File: src/rtl/imem_loader.sv
// imem_loader: byte-stream to instruction-memory writer holding the core in reset until loaded; optional CHECKSUM_EN adds a trailing XOR check byte
module imem_loader #(
    parameter int ADDR_W = 8
) (
    input  logic              clk,
    input  logic              rst,
    input  logic [7:0]        in_data,
    input  logic              in_valid,
    output logic              in_ready,
    output logic              mem_we,
    output logic [ADDR_W-1:0] mem_addr,
    output logic [31:0]       mem_wd,
    output logic              core_rst,
    output logic              done,
    output logic              err
);
    localparam int MAX_WORDS = 1 << ADDR_W;
`ifdef CHECKSUM_EN
    typedef enum logic [2:0] {HDR0, HDR1, LOAD, CHK, DONE, ERR} state_t;
    localparam state_t FIN = CHK;
    logic [7:0] acc;
`else
    typedef enum logic [2:0] {HDR0, HDR1, LOAD, DONE, ERR} state_t;
    localparam state_t FIN = DONE;
`endif
    state_t state, state_d;
    logic [7:0] len_lo;
    logic [15:0] len;
    logic [ADDR_W:0] n, idx;
    logic [1:0] lane;
    logic [23:0] sh;
    logic take, load_take, word_take, last_word;
    assign in_ready = state != DONE && state != ERR;
    assign core_rst = state != DONE;
    assign done = state == DONE;
    assign err = state == ERR;
    assign take = in_valid && in_ready;
    assign len = {in_data, len_lo};
    // idx == n marks the payload as complete; further bytes in LOAD are ignored
    assign load_take = take && state == LOAD && idx != n;
    assign word_take = load_take && lane == 2'd3;
    assign last_word = word_take && idx + 1'b1 == n;
    always_comb begin
        state_d = state;
        case (state)
            HDR0: state_d = take ? HDR1 : HDR0;
            HDR1: if (take) state_d = len == 16'd0 ? FIN : 32'(len) > MAX_WORDS ? ERR : LOAD;
`ifdef CHECKSUM_EN
            LOAD: state_d = last_word ? CHK : LOAD;
            CHK:  if (take) state_d = in_data == acc ? DONE : ERR;
`else
            // one drain cycle so done rises the cycle after the final write strobe
            LOAD: state_d = idx == n ? DONE : LOAD;
`endif
            default: state_d = state;
        endcase
    end
    always_ff @(posedge clk) begin
        if (rst) begin
            state    <= HDR0;
            len_lo   <= '0;
            n        <= '0;
            idx      <= '0;
            lane     <= '0;
            sh       <= '0;
            mem_we   <= 1'b0;
            mem_addr <= '0;
            mem_wd   <= '0;
`ifdef CHECKSUM_EN
            acc      <= '0;
`endif
        end else begin
            state  <= state_d;
            mem_we <= word_take;
            if (take && state == HDR0) len_lo <= in_data;
            if (take && state == HDR1) n <= len[ADDR_W:0];
            if (load_take) begin
                lane <= lane + 2'd1;
                sh   <= {in_data, sh[23:8]};
`ifdef CHECKSUM_EN
                acc  <= acc ^ in_data;
`endif
            end
            if (word_take) begin
                mem_wd   <= {in_data, sh};
                mem_addr <= idx[ADDR_W-1:0];
                idx      <= idx + 1'b1;
            end
        end
    end
endmodule
File: config.mk
export PLATFORM = sky130hd
export DESIGN_NAME = imem_loader
export DESIGN_NICKNAME = d
export VERILOG_FILES = /design/src/rtl/imem_loader.sv
export SDC_FILE = /design/constraint.sdc
export NUM_CORES = 1
export LEC_CHECK = 0
export CORE_ASPECT_RATIO = 2
export CORE_MARGIN = 2
export CORE_UTILIZATION = 45
export CTS_BUF_LIST = sky130_fd_sc_hd__clkbuf_4
export CTS_CLUSTER_SIZE = 40
export DETAILED_ROUTE_END_ITERATION = 7
export PLACE_DENSITY = 0.81
export SLEW_MARGIN = 25
export SYNTH_ARGS = -nofsm -noshare
export SYNTH_HDL_FRONTEND = slang
export SYNTH_SLANG_ARGS = --single-unit
File: constraint.sdc
create_clock -name clk -period 1.7 [get_ports clk]
set_input_delay 0.34 -clock clk [delete_from_list [all_inputs] [get_ports clk]]
set_output_delay 0.34 -clock clk [all_outputs]
set_load 0.01 [all_outputs]
Yosys cells after proc, flatten, opt, wreduce, memory -nomap -nowiden. Index checks and enable logic that the tools add are counted.

Register bits: 96. Word-level logic and storage cells: 39.

Add/subtract/negate cells: 2. Order comparisons: 1. Equality and inequality tests: 10. Mux-type cells: 6. Reductions and logical operators: 11.

Operators with widths (count): greater-than comparator 16 x 9 -> 1 bit, second input constant (1); zero test 16 bit (1); adder 9 x 1 -> 9 bit, second input constant (1); equality test 9 bit (1); two-way mux 3 bit (3); != test 9 bit (1); one-hot mux 3 bit (3 select lines) (1); logical AND 1 bit (7); equality test 3 x 2 -> 1 bit, second input constant (2); equality test 3 x 1 -> 1 bit, second input constant (1); equality test 3 bit, second input constant (1); zero test 3 bit (1); != test 3 x 2 -> 1 bit, second input constant (1); != test 3 bit, second input constant (1); nonzero test 3 bit (1); adder 2 x 1 -> 2 bit, second input constant (1); equality test 2 bit, second input constant (1); two-way mux 1 bit (2); != test 2 bit, second input constant (1); AND reduction 2 bit (1).

Longest topological paths before layout.
Depth in word-level cells: 6. Depth in mapped cells: 8. Gate-level depth less buffers: 6.

Least setup slack after synthesis. Ideal clock, no wire load.

Path kind: flip-flop to flip-flop. Start: register idx[0]. End: register mem_addr[4]. Setup time: 0.128 ns. Arrival time: 1.591 ns. Path slack: -0.019 ns. Cell stages (with the launch flop): 8. Buffers on the path: 2. Cells stage by stage: dfxtp_1 xnor2_1 nand2_1 o311ai_4 buf_6 buf_8 mux2i_1 nor2_1.

Longest elaborated chain between the ends: 3.

Ends and longest elaborated chain: start: declaration (line 29) `logic [ADDR_W:0] n, idx;`; start signal: assignment (line 87) `idx <= idx + 1'b1;`; != test 9 bit (line 40) `assign load_take = take && state == LOAD && idx != n;`; logical AND 1 bit (line 40); logical AND 1 bit (line 41) `assign word_take = load_take && lane == 2'd3;`; end signal: assignment (line 86) `mem_addr <= idx[ADDR_W-1:0];`; end: declaration (line 11) `output logic [ADDR_W-1:0] mem_addr,`.

No other way between the ends. A chain may end at the register's enable or synchronous reset.

Worst setup path in the final report.
Start: register n[3]. End: register mem_addr[2].

Longest elaborated chain between the ends: 3.

Ends and longest elaborated chain: start: declaration (line 29); start signal: assignment (line 76) `if (take && state == HDR1) n <= len[ADDR_W:0];`; != test 9 bit (line 40); logical AND 1 bit (line 40); logical AND 1 bit (line 41).

No other way between the ends.

==> flow_metrics.tcl <==
set metrics [dict create \
    fin_area_mm2 0.00517 \
    grt_pass1_wl_mm 14.2 \
    switching_share 0.248 \
    min_period_ns 1.86 \
    synth_area_leaders "dfxtp_1 (51%), mux2i_1 (18%), nor2_1 (7.7%)" \
    seq_area_frac_synth 0.511 \
    setup_viol 75 \
    synthCells 387 \
    dr_total_vias 3066 \
    die-area_mm2 0.00915 \
    hold_path_end "idx[6]" \
    finClkSkew_ns 0.00840 \
    fin_cells 582 \
    die_height_um 133 \
    drt_iter0_drc 198 \
    critPathArrivalTime_ns 2.20 \
    grt_max_degree 69 \
    grt_overflow 0 \
    required_ns 2.04 \
    htreeDepth 3 \
    synth.distinct_cells 37 \
    layout_common_cells "dfxtp_1 (78), nor2_1 (74), mux2i_1 (61)" \
    crit_slowest_cell "o311ai_4" \
    dp_slack_ns -0.403 \
    gp_congestion 0.912 \
    antenna_found_initial 0 \
    critPathBufInv 2 \
    layout_commonest_cell "dfxtp_1" \
    violations "negative setup slack" \
    clk_pin_slew_ns 0.13 \
    wl_mm 9.68 \
    crit_fanout 7 \
    synth_top_area_frac 0.511 \
    fmax_mhz 538 \
    cp_top_family "compound AO/OA/AOI/OAI gates" \
    final_core_util 0.632 \
    portBuffers 55 \
    seqPwrFrac 0.643 \
    ir_worst_vdd_uv 493 \
    die_x_um 68.6 \
    hpwlAfterDp_mm 6.07 \
    cts_buffers 9 \
    clkPwrFrac 0.286 \
    total_power_mw 3.56 \
    synth_fp_nets 400 \
    synthesis.area_mm2 0.00376 \
    ys_ff_latch 96 \
    first_pass_iters 4 \
    reg2reg_slack_ns -0.16 \
    clkSinkCount 96 \
    tightest_slew_ns 0.399 \
    worstHoldPathType "in -> reg" \
    syn_to_final_growth_pct 37.4 \
    via_per_inst 5.27 \
    synth_edf_count 0 \
    core_area_mm2 0.00817 \
    cap_violations 0 \
    yosysTopAreaCell "dfxtp_1" \
    hold_violations 0 \
    synth.avg_cell_area_um2 9.72 \
    io_pins 56 \
    post-route-period-util 1.09 \
    relSlewSlack 0.734 \
    synth_ff_type "dfxtp_1" \
    p_int_mw 2.68 \
    synth_warnings 0 \
    nets 493 \
    start_util 0.460 \
    rows 47 \
    nFillCells 617 \
    clockBufferDepth 2 \
    crit_path_end_kind "register" \
    power.density_mw_per_mm2 689 \
    grtUsageTotal 0.205 \
    ant_nets 0 \
    post-place-cells 548 \
    comb_power_share 0.071 \
    crit_type "reg -> reg" \
    crit_cells 7 \
    n_antenna_cell 0 \
    hold_start "rst" \
    place_area_mm2 0.00456 \
    drive_gt1_frac 0.242 \
    p_sw_mw 0.882 \
    leakagePower_nw 2.73 \
    rr_worst_depth 7 \
    setup_ws_ns -0.160 \
    min_path_cells 2 \
    drt-wirelength-per-cell_um 16.6 \
    startpoint_type "register" \
    crit_chain "xnor2_2 -> nand4_4 -> o311ai_4 -> buf_6 -> buf_16 -> mux2i_1 -> nor2_1" \
    drc 0 \
    r2r-end "mem_addr[2]" \
    status "finished, violations left" \
    root_buffer "clkbuf_4" \
    max_stage_delay_ns 0.43 \
    rsz0062_at_grt "true" \
    r2r_start "n[3]" \
    grt_pass1_vias 2955 \
    drv_slew 0 \
    cts_tree "yes" \
    async_flop_share 0 \
    clock_latency_ns 0.44 \
]
[worst max-delay path by stage]
stage          startpoint          end  slack, ns
2_1_floorplan      idx[6]  mem_addr[4]      0.005
3_3_place_gp     in_valid   mem_wd[18]      -0.32
3_5_place_dp     in_valid   mem_wd[21]      -0.40
4_1_cts            idx[6]       sh[16]      -0.07
5_1_grt              n[3]  mem_addr[2]      -0.22
6_report             n[3]  mem_addr[2]      -0.16
[through the flow]
| step | setup TNS (ns) | hold WS (ns) |
|---|---|---|
| global route | -12.21 | 0.158 |
| detailed placement | -24.23 | 0.461 |
| global placement | -18.91 | 0.456 |
| floorplan | 0 | 0.445 |
| CTS | -1.36 | 0.154 |
| finish | -7.68 | 0.169 |
[synthesized netlist by cell type, types with 2 or more instances]
cell      count
or4_1         3
or3_1         2
buf_6         2
buf_8         4
nand3_1       3
nor4_1        3
inv_1         3
o21ai_0       3
nand2_1      46
nor2_1       77
clkbuf_1     14
nor3_1        4
dfxtp_1      96
and2_1        2
mux2i_1      66
buf_4         3
o31ai_1       2
ha_1          2
nor2b_1       4
xnor2_1      10
a21oi_1      22
[power groups by stage]
stage / clock network, mW / logic (mW) / registers, mW
global route: 1.11 / 0.273 / 2.29
finish: 1.02 / 0.252 / 2.29
global placement: 0 / 0.209 / 2.34
detailed placement: 0 / 0.214 / 2.34
CTS: 1.02 / 0.234 / 2.29
floorplan: 0 / 0.112 / 2.33
[repair_timing]
action | in CTS | in global routing
hold buffers | 0 | 0
gates resized for setup | 67 | 60
gates cloned | 2 | 5
setup endpoints to repair | 80 | 99
pin swaps | 13 | 14
setup buffers | 7 | 6
[worst register-to-register path, cell delays in order (launching register included)]
cell and delay, ns:
dfxtp_2 0.36, xnor2_2 0.20, nand4_4 0.16, o311ai_4 0.44, buf_6 0.20, buf_16 0.14
mux2i_1 0.21, nor2_1 0.06
[flip-flops by register name, summed over array words and instances (netlist names)]
register,cells
lane,2
state,3
mem_we,1
idx,9
len_lo,8
mem_wd,32
n,9
mem_addr,8
sh,24
[cells by family (layout without fill, tap and decap cells)]
| group | count (synthesis) | in the layout | synth area share |
|---|---|---|---|
| adders and majority gates | 2 | 2 | 0.00665 |
| and+or+nand+nor | 149 | 149 | 0.168 |
| muxes | 67 | 67 | 0.179 |
| DFF | 96 | 96 | 0.511 |
| xor gates and xnor gates | 12 | 12 | 0.0300 |
| AOI/OAI and AO/OA | 35 | 35 | 0.0609 |
| buffers and inverters | 26 | 123 | 0.0449 |
[routing by layer]
layer	part of all wire	track usage
met5	0	0
met4	0.032	0.0889
met3	0.044	0.0321
met2	0.55	0.354
met1	0.38	0.240
[area by class of cell]
| type | count | area (um^2) | share of cell area |
|---|---|---|---|
| flip-flops and latches | 96 | 1950 | 0.378 |
| multi-input cells | 265 | 1830 | 0.354 |
| repair buffers | 105 | 1150 | 0.222 |
| well taps | 98 | 123 | 0.0237 |
| clock buffers | 10 | 75.1 | 0.0145 |
| clock inverters | 5 | 25.0 | 0.00484 |
| inverters | 3 | 16.3 | 0.00315 |
No activity file was read; power rests on OpenSTA's default activity.
